**src/rtl/cs151_pkg.sv**
```systemverilog
`default_nettype none
// ============================================================================
// Module   : cs151_pkg
// Brief    : Shared types and encodings for the CS151 multi-cycle controller.
// Revision : 1.0 - initial release
// ============================================================================
package cs151_pkg;

    typedef enum logic [2:0] {
        ST_FETCH  = 3'd0,
        ST_DECODE = 3'd1,
        ST_EXEC   = 3'd2,
        ST_MEM    = 3'd3,
        ST_WB     = 3'd4,
        ST_TRAP   = 3'd5
    } state_t;

    localparam logic [5:0] c_op_rtype = 6'h00;
    localparam logic [5:0] c_op_addi  = 6'h08;
    localparam logic [5:0] c_op_lw    = 6'h23;
    localparam logic [5:0] c_op_sw    = 6'h2B;
    localparam logic [5:0] c_op_beq   = 6'h04;

    localparam logic [5:0] c_fn_add   = 6'h20;
    localparam logic [5:0] c_fn_sub   = 6'h22;
    localparam logic [5:0] c_fn_and   = 6'h24;
    localparam logic [5:0] c_fn_or    = 6'h25;
    localparam logic [5:0] c_fn_slt   = 6'h2A;

    localparam logic [3:0] c_aluop_and = 4'b0000;
    localparam logic [3:0] c_aluop_or  = 4'b0001;
    localparam logic [3:0] c_aluop_add = 4'b0010;
    localparam logic [3:0] c_aluop_sub = 4'b0110;
    localparam logic [3:0] c_aluop_slt = 4'b0111;

    localparam logic [1:0] c_cause_none     = 2'b00;
    localparam logic [1:0] c_cause_illegal  = 2'b01;
    localparam logic [1:0] c_cause_fetch_to = 2'b10;
    localparam logic [1:0] c_cause_data_to  = 2'b11;

endpackage
`default_nettype wire

```
**src/rtl/cs151_inst_decode.sv**
```systemverilog
`default_nettype none
// ============================================================================
// Module   : cs151_inst_decode
// Brief    : Combinational opcode/funct decode into ALU controls and class flags.
// Revision : 1.0 - initial release
// ============================================================================
module cs151_inst_decode
    import cs151_pkg::*;
#(
    parameter int INST_W  = 32,
    parameter int ALUOP_W = 4
) (
    input  logic [INST_W-1:0]  i_inst,
    output logic [ALUOP_W-1:0] o_aluop,
    output logic               o_alusrc,
    output logic               o_is_load,
    output logic               o_is_store,
    output logic               o_is_branch,
    output logic               o_is_rtype_wb,
    output logic               o_illegal
);

    logic [5:0] w_opcode;
    logic [5:0] w_funct;
    logic [3:0] w_code;
    logic       w_unused;

    assign w_opcode = i_inst[INST_W-1 -: 6];
    assign w_funct  = i_inst[5:0];
    assign w_unused = ^i_inst[INST_W-7:6];

    always_comb begin
        w_code        = c_aluop_and;
        o_alusrc      = 1'b0;
        o_is_load     = 1'b0;
        o_is_store    = 1'b0;
        o_is_branch   = 1'b0;
        o_is_rtype_wb = 1'b0;
        o_illegal     = 1'b0;
        case (w_opcode)
            c_op_rtype: begin
                o_is_rtype_wb = 1'b1;
                case (w_funct)
                    c_fn_add: w_code = c_aluop_add;
                    c_fn_sub: w_code = c_aluop_sub;
                    c_fn_and: w_code = c_aluop_and;
                    c_fn_or:  w_code = c_aluop_or;
                    c_fn_slt: w_code = c_aluop_slt;
                    default: begin
                        o_is_rtype_wb = 1'b0;
                        o_illegal     = 1'b1;
                    end
                endcase
            end
            c_op_addi: begin
                w_code        = c_aluop_add;
                o_alusrc      = 1'b1;
                o_is_rtype_wb = 1'b1;
            end
            c_op_lw: begin
                w_code    = c_aluop_add;
                o_alusrc  = 1'b1;
                o_is_load = 1'b1;
            end
            c_op_sw: begin
                w_code     = c_aluop_add;
                o_alusrc   = 1'b1;
                o_is_store = 1'b1;
            end
            c_op_beq: begin
                w_code      = c_aluop_sub;
                o_is_branch = 1'b1;
            end
            default: o_illegal = 1'b1;
        endcase
    end

    assign o_aluop = ALUOP_W'(w_code);

endmodule
`default_nettype wire

```
**src/rtl/cs151_multicycle_controller.sv**
```systemverilog
`default_nettype none
// ============================================================================
// Module   : cs151_multicycle_controller
// Brief    : FETCH/DECODE/EXEC/MEM/WB sequencer with memory timeout trap.
// Revision : 1.0 - initial release
// ============================================================================
module cs151_multicycle_controller
    import cs151_pkg::*;
#(
    parameter int INST_W      = 32,
    parameter int ALUOP_W     = 4,
    parameter int MEM_TIMEOUT = 16,
    parameter int CNT_W       = 16
) (
    input  logic               clk,
    input  logic               rst_n,
    input  logic [INST_W-1:0]  inst,
    input  logic               mem_ack,
    input  logic               alu_zero,
    output logic [ALUOP_W-1:0] ALUopsel,
    output logic               MUXsel1,
    output logic               Regwrite,
    output logic               ir_load,
    output logic               pc_load,
    output logic               pc_branch,
    output logic               mem_req,
    output logic               mem_we,
    output logic               trap,
    output logic [1:0]         trap_cause,
    output logic [CNT_W-1:0]   retired
);

    localparam int                  c_tcnt_w = $clog2(MEM_TIMEOUT + 1);
    localparam logic [c_tcnt_w-1:0] c_tlimit = c_tcnt_w'(MEM_TIMEOUT - 1);

    state_t              r_state;
    logic [ALUOP_W-1:0]  r_aluop;
    logic                r_alusrc;
    logic                r_regwrite;
    logic                r_mem_req;
    logic                r_mem_we;
    logic                r_trap;
    logic [1:0]          r_cause;
    logic [CNT_W-1:0]    r_retired;
    logic [c_tcnt_w-1:0] r_tcnt;
    logic                r_is_load;
    logic                r_is_store;
    logic                r_is_branch;
    logic                r_is_rtype_wb;

    logic [ALUOP_W-1:0]  w_aluop;
    logic                w_alusrc;
    logic                w_is_load;
    logic                w_is_store;
    logic                w_is_branch;
    logic                w_is_rtype_wb;
    logic                w_illegal;
    logic                w_fetch_ack;
    logic                w_exec_branch;

    cs151_inst_decode #(
        .INST_W  (INST_W),
        .ALUOP_W (ALUOP_W)
    ) u_decode (
        .i_inst        (inst),
        .o_aluop       (w_aluop),
        .o_alusrc      (w_alusrc),
        .o_is_load     (w_is_load),
        .o_is_store    (w_is_store),
        .o_is_branch   (w_is_branch),
        .o_is_rtype_wb (w_is_rtype_wb),
        .o_illegal     (w_illegal)
    );

    // IR/PC strobes must coincide with the ack / zero flag of the same cycle.
    assign w_fetch_ack   = (r_state == ST_FETCH) && r_mem_req && mem_ack;
    assign w_exec_branch = (r_state == ST_EXEC) && r_is_branch;

    assign ir_load    = w_fetch_ack;
    assign pc_load    = w_fetch_ack | w_exec_branch;
    assign pc_branch  = w_exec_branch & alu_zero;
    assign ALUopsel   = r_aluop;
    assign MUXsel1    = r_alusrc;
    assign Regwrite   = r_regwrite;
    assign mem_req    = r_mem_req;
    assign mem_we     = r_mem_we;
    assign trap       = r_trap;
    assign trap_cause = r_cause;
    assign retired    = r_retired;

    always_ff @(posedge clk) begin
        if (!rst_n) begin
            r_state       <= ST_FETCH;
            r_aluop       <= '0;
            r_alusrc      <= 1'b0;
            r_regwrite    <= 1'b0;
            r_mem_req     <= 1'b0;
            r_mem_we      <= 1'b0;
            r_trap        <= 1'b0;
            r_cause       <= c_cause_none;
            r_retired     <= '0;
            r_tcnt        <= '0;
            r_is_load     <= 1'b0;
            r_is_store    <= 1'b0;
            r_is_branch   <= 1'b0;
            r_is_rtype_wb <= 1'b0;
        end else begin
            case (r_state)
                ST_FETCH: begin
                    // First cycle after reset launches the request.
                    if (!r_mem_req) begin
                        r_mem_req <= 1'b1;
                        r_tcnt    <= '0;
                    end else if (mem_ack) begin
                        r_mem_req <= 1'b0;
                        r_state   <= ST_DECODE;
                    end else if (r_tcnt == c_tlimit) begin
                        r_mem_req <= 1'b0;
                        r_trap    <= 1'b1;
                        r_cause   <= c_cause_fetch_to;
                        r_state   <= ST_TRAP;
                    end else begin
                        r_tcnt <= r_tcnt + 1'b1;
                    end
                end
                ST_DECODE: begin
                    if (w_illegal) begin
                        r_trap  <= 1'b1;
                        r_cause <= c_cause_illegal;
                        r_state <= ST_TRAP;
                    end else begin
                        r_aluop       <= w_aluop;
                        r_alusrc      <= w_alusrc;
                        r_is_load     <= w_is_load;
                        r_is_store    <= w_is_store;
                        r_is_branch   <= w_is_branch;
                        r_is_rtype_wb <= w_is_rtype_wb;
                        r_state       <= ST_EXEC;
                    end
                end
                ST_EXEC: begin
                    if (r_is_branch) begin
                        r_retired <= r_retired + 1'b1;
                        r_state   <= ST_FETCH;
                        r_mem_req <= 1'b1;
                        r_tcnt    <= '0;
                        r_aluop   <= '0;
                        r_alusrc  <= 1'b0;
                    end else if (r_is_load || r_is_store) begin
                        r_state   <= ST_MEM;
                        r_mem_req <= 1'b1;
                        r_mem_we  <= r_is_store;
                        r_tcnt    <= '0;
                    end else if (r_is_rtype_wb) begin
                        r_regwrite <= 1'b1;
                        r_state    <= ST_WB;
                    end else begin
                        r_trap   <= 1'b1;
                        r_cause  <= c_cause_illegal;
                        r_aluop  <= '0;
                        r_alusrc <= 1'b0;
                        r_state  <= ST_TRAP;
                    end
                end
                ST_MEM: begin
                    if (mem_ack) begin
                        r_mem_we <= 1'b0;
                        if (r_is_load) begin
                            r_mem_req  <= 1'b0;
                            r_regwrite <= 1'b1;
                            r_state    <= ST_WB;
                        end else begin
                            r_retired <= r_retired + 1'b1;
                            r_state   <= ST_FETCH;
                            r_tcnt    <= '0;
                            r_aluop   <= '0;
                            r_alusrc  <= 1'b0;
                        end
                    end else if (r_tcnt == c_tlimit) begin
                        r_mem_req <= 1'b0;
                        r_mem_we  <= 1'b0;
                        r_aluop   <= '0;
                        r_alusrc  <= 1'b0;
                        r_trap    <= 1'b1;
                        r_cause   <= c_cause_data_to;
                        r_state   <= ST_TRAP;
                    end else begin
                        r_tcnt <= r_tcnt + 1'b1;
                    end
                end
                ST_WB: begin
                    r_regwrite <= 1'b0;
                    r_retired  <= r_retired + 1'b1;
                    r_state    <= ST_FETCH;
                    r_mem_req  <= 1'b1;
                    r_tcnt     <= '0;
                    r_aluop    <= '0;
                    r_alusrc   <= 1'b0;
                end
                ST_TRAP: r_state <= ST_TRAP;
                default: r_state <= ST_FETCH;
            endcase
        end
    end

endmodule
`default_nettype wire

```
**config.mk**
```make
export PLATFORM = sky130hd
export DESIGN_NAME = cs151_multicycle_controller
export DESIGN_NICKNAME = d
export VERILOG_FILES = /design/src/rtl/cs151_pkg.sv /design/src/rtl/cs151_inst_decode.sv /design/src/rtl/cs151_multicycle_controller.sv
export SDC_FILE = /design/constraint.sdc
export NUM_CORES = 1
export LEC_CHECK = 0
export CORE_ASPECT_RATIO = 1.75
export CORE_UTILIZATION = 38
export CTS_BUF_LIST = sky130_fd_sc_hd__clkbuf_8
export DETAILED_ROUTE_END_ITERATION = 7
export GPL_TIMING_DRIVEN = 0
export PLACE_DENSITY = 0.77
export SLEW_MARGIN = 10
export SYNTH_ARGS = -nofsm -noshare
export SYNTH_HDL_FRONTEND = slang
export SYNTH_SLANG_ARGS = --single-unit
```
**constraint.sdc**
```tcl
create_clock -name clk -period 2.7 [get_ports clk]
set_clock_uncertainty 0.2 [all_clocks]
set_input_delay 0.27 -clock clk [delete_from_list [all_inputs] [get_ports clk]]
set_output_delay 0.27 -clock clk [all_outputs]
set_load 0.03 [all_outputs]
```
==> flow_summary_export.csv <==
group,metric,value,unit
final_layout,n_antenna_cell,0,
floorplanning,std_cell_rows,36,
worst_hold_path,min_path_type,"flip-flop to flip-flop",
clock_network,cts_buffer_depth,2,
global_route,grt_usage,20.2,%
timing,layout_setup_ws,116,ps
placement,port_buffers,42,
clock_network,htree_levels,2,
timing,max_freq,387,MHz
placement,dp_hpwl,4.34,mm
final_layout,layout_commonest_cell,"clkdlybuf4s50_1",
logic_synthesis,synth_xor_area_share,4.31,%
critical_path,cp_max_fo,10,
global_route,grt_start_max_net_pins,12,
placement,dp_worst_setup_slack,97.2,ps
critical_path,cp_cell_sequence,"clkbuf_1 > nand2b_1 > nor3_1 > clkdlybuf4s50_1",
drt,drc,0,
logic_synthesis,synth_fp_nets,322,
critical_path,path_delay_family,"buffers and inverters",
power_and_ir_drop,leakagePower,0.00102,uW
clock_network,clock-root-buffer,"clkbuf_8",
clock_network,tritoncts,"yes",
logic_synthesis,synth_top_family_by_area,"simple AND/OR/NAND/NOR gates",
critical_path,critPathArrivalTime,2110,ps
floorplanning,fp.dieH,103,um
final_layout,instances_no_fill,409,
critical_path,critical_path_class,"flip-flop to output port",
final_layout,seqCellArea,761,um^2
critical_path,crit_buf_inv,2,
timing,tightest_slew,636,ps
drt,via_per_inst,5.56,
logic_synthesis,yosys.area_share.simple,29.9,%
placement,place_inst,402,
logic_synthesis,synth_warnings,0,
logic_synthesis,synthArstFlopShare,0,%
final_layout,multi_input_area,1390,um^2
clock_network,postCtsSetupBuffers,0,
drt,antenna_left,0,
critical_path,worst_setup_path_start_kind,"flip-flop",
timing,slew_violations,0,
clock_network,clk_latency,290,ps
logic_synthesis,synth.ff_latch_count,38,
logic_synthesis,yosysUniqueCellTypes,52,
clock_network,clock-sinks,38,
logic_synthesis,avgSynthCellArea,7.87,um^2
timing,rsz0062_at_grt,"false",
critical_path,endpoint_kind,"output port",
power_and_ir_drop,switching_share,28.5,%
floorplanning,initial_core_util,39.7,%
critical_path,cpPeakStageDelay,700,ps
drt,wire_per_inst,14.2,um
floorplanning,ios,66,
logic_synthesis,synth_seq_area_share,34.0,%
power_and_ir_drop,switchingPower,330,uW
logic_synthesis,synth_mux_area_share,4.03,%
power_and_ir_drop,powerDensity,409,nW/um^2
power_and_ir_drop,seqPwrFrac,50.1,%
clock_network,clk_pin_slew,80,ps
power_and_ir_drop,ir_drop,283,uV
timing,fin_tns_setup,0,ps
timing,fin_crit_sh,95.7,%
drt,dr_total_vias,2272,
placement,gp_congestion,0.966,
floorplanning,die-area,6200,um^2
drt,first_pass_iters,4,
timing,finalCriticalPeriod,2580,ps
floorplanning,fp.dieW,60.0,um
power_and_ir_drop,p_clk_share,32.5,%
timing,hold_violations,0,
global_route,grt_pass1_vias,2070,
timing,relSlewSlack,57.2,%
final_layout,drive_gt1_share,4.50,%
logic_synthesis,postSynthCellCount,284,
run_status,status,"finished, final reports clean",
logic_synthesis,ys.flop_type,"dfxtp_1",
global_route,overflow,0,
critical_path,worstPathRequired,2230,ps
logic_synthesis,synthAdderAreaFrac,1.12,%
timing,setup_viol,0,
drt,wirelength,5.82,mm
logic_synthesis,synth-compound-area-share,22.6,%
critical_path,cp_slowest_cell,"clkdlybuf4s50_1",
final_layout,fill_cells,540,
global_route,grt_pass1_wl,9.52,mm
clock_network,cts_inserted_buffers,5,
floorplanning,core-area,5630,um^2
final_layout,nNetsFinal,371,
job,cap_viol_max_count,0,
power_and_ir_drop,pwr-share-comb,17.4,%
logic_synthesis,syn-cell-area,2230,um^2
clock_network,cts_hold_buf,0,
critical_path,reg2reg_slack,330,ps
logic_synthesis,synth-edff-count,0,
final_layout,final_cell_mix,"clkdlybuf4s50_1, dfxtp_1, nand2_1",
drt,drtIter0Drc,101,
power_and_ir_drop,internal_power,828,uW
final_layout,area_delta_synth_final,26.8,%
global_route,antenna_found_initial,0,
power by group through the flow:
stage,registers (uW),logic [uW],clock network (uW)
floorplan,603,117,0
global placement,593,196,0
detailed placement,593,198,0
CTS,580,199,384
global route,582,218,405
finish,580,201,377
through the flow:
stage | hold slack, ps | area, um^2 | power [uW] | utilization (%)
floorplan | 209 | 2230 | 720 | -
global placement | 237 | 2750 | 789 | 48.8
detailed placement | 243 | 2750 | 791 | 48.8
CTS | 247 | 2830 | 1160 | 50.2
global route | 286 | 2830 | 1210 | 50.3
finish | 257 | 2830 | 1160 | 50.3
metal layers:
layer	global-route usage, %	part of all wire (%)
met1	23.3	42
met2	35.0	52
met4	9.48	2.9
met5	0	0
met3	3.73	3.7
sequential cells by signal (all words and copies together) (netlist names):
register,cells
retired,16
r_tcnt,5
ALUopsel,3
r_state,3
trap_cause,2
MUXsel1,1
Regwrite,1
mem_req,1
mem_we,1
r_is_branch,1
r_is_load,1
r_is_rtype_wb,1
r_is_store,1
trap,1
cell families (layout without fill, tap and decap cells):
logic type / after synthesis / after routing
AND/OR/NAND/NOR: 125 / 125
AO/OA/AOI/OAI: 76 / 76
flip-flops: 38 / 38
buffers and inverters: 22 / 71
XOR/XNOR: 11 / 11
multiplexers: 9 / 9
adder cells (fa/ha/maj): 2 / 2
other: 1 / 1
cell type report:
type | instances | share of cell area, %
Clock inverter | 2 | 0.353
Multi-Input combinational cell | 224 | 49.0
Timing Repair Buffer | 42 | 14.9
Inverter | 5 | 0.663
Sequential cell | 38 | 26.9
Buffer | 17 | 2.47
Clock buffer | 5 | 2.43
Tap cell | 76 | 3.36
cell usage after synthesis, types with 7 or more instances:
library cell	count	area, um^2
xnor2_1	11	96.3
dfxtp_1	38	761
clkbuf_1	15	56.3
nand2b_1	12	75.1
nand2_1	29	109
o21ai_0	14	70.1
nand3_1	14	70.1
nor2_1	18	67.6
and3_1	7	43.8
a21oi_1	15	75.1
o2111ai_1	7	61.3
mux2i_1	9	90.1
and2_1	13	81.3
worst paths after layout:
kind / startpoint / to / cells past startpoint
worst min-delay path: r_tcnt[4]$_SDFFE_PN0P_ / r_tcnt[4]$_SDFFE_PN0P_ / 2
worst max-delay path: r_state[1]$_SDFFE_PN0N_ / pc_branch / 4
worst max register to register: r_tcnt[0]$_SDFFE_PN0P_ / ALUopsel[2]$_SDFFE_PN0P_ / 6
worst min register to register: r_tcnt[4]$_SDFFE_PN0P_ / r_tcnt[4]$_SDFFE_PN0P_ / 2
worst register-to-register path, delay by kind of cell, from the launching register on:
kind,cells,cell delay (ps)
adders and majority gates,1,240
and+or+nand+nor,2,650
DFF,1,380
AOI/OAI and AO/OA,3,790
timing repair:
item / CTS / global route
hold endpoints to repair: 0 / 0
pin swaps: 0 / 0
resized for setup: 2 / 3
setup endpoints to repair: 2 / 2
(Power assumes the default switching activity.)
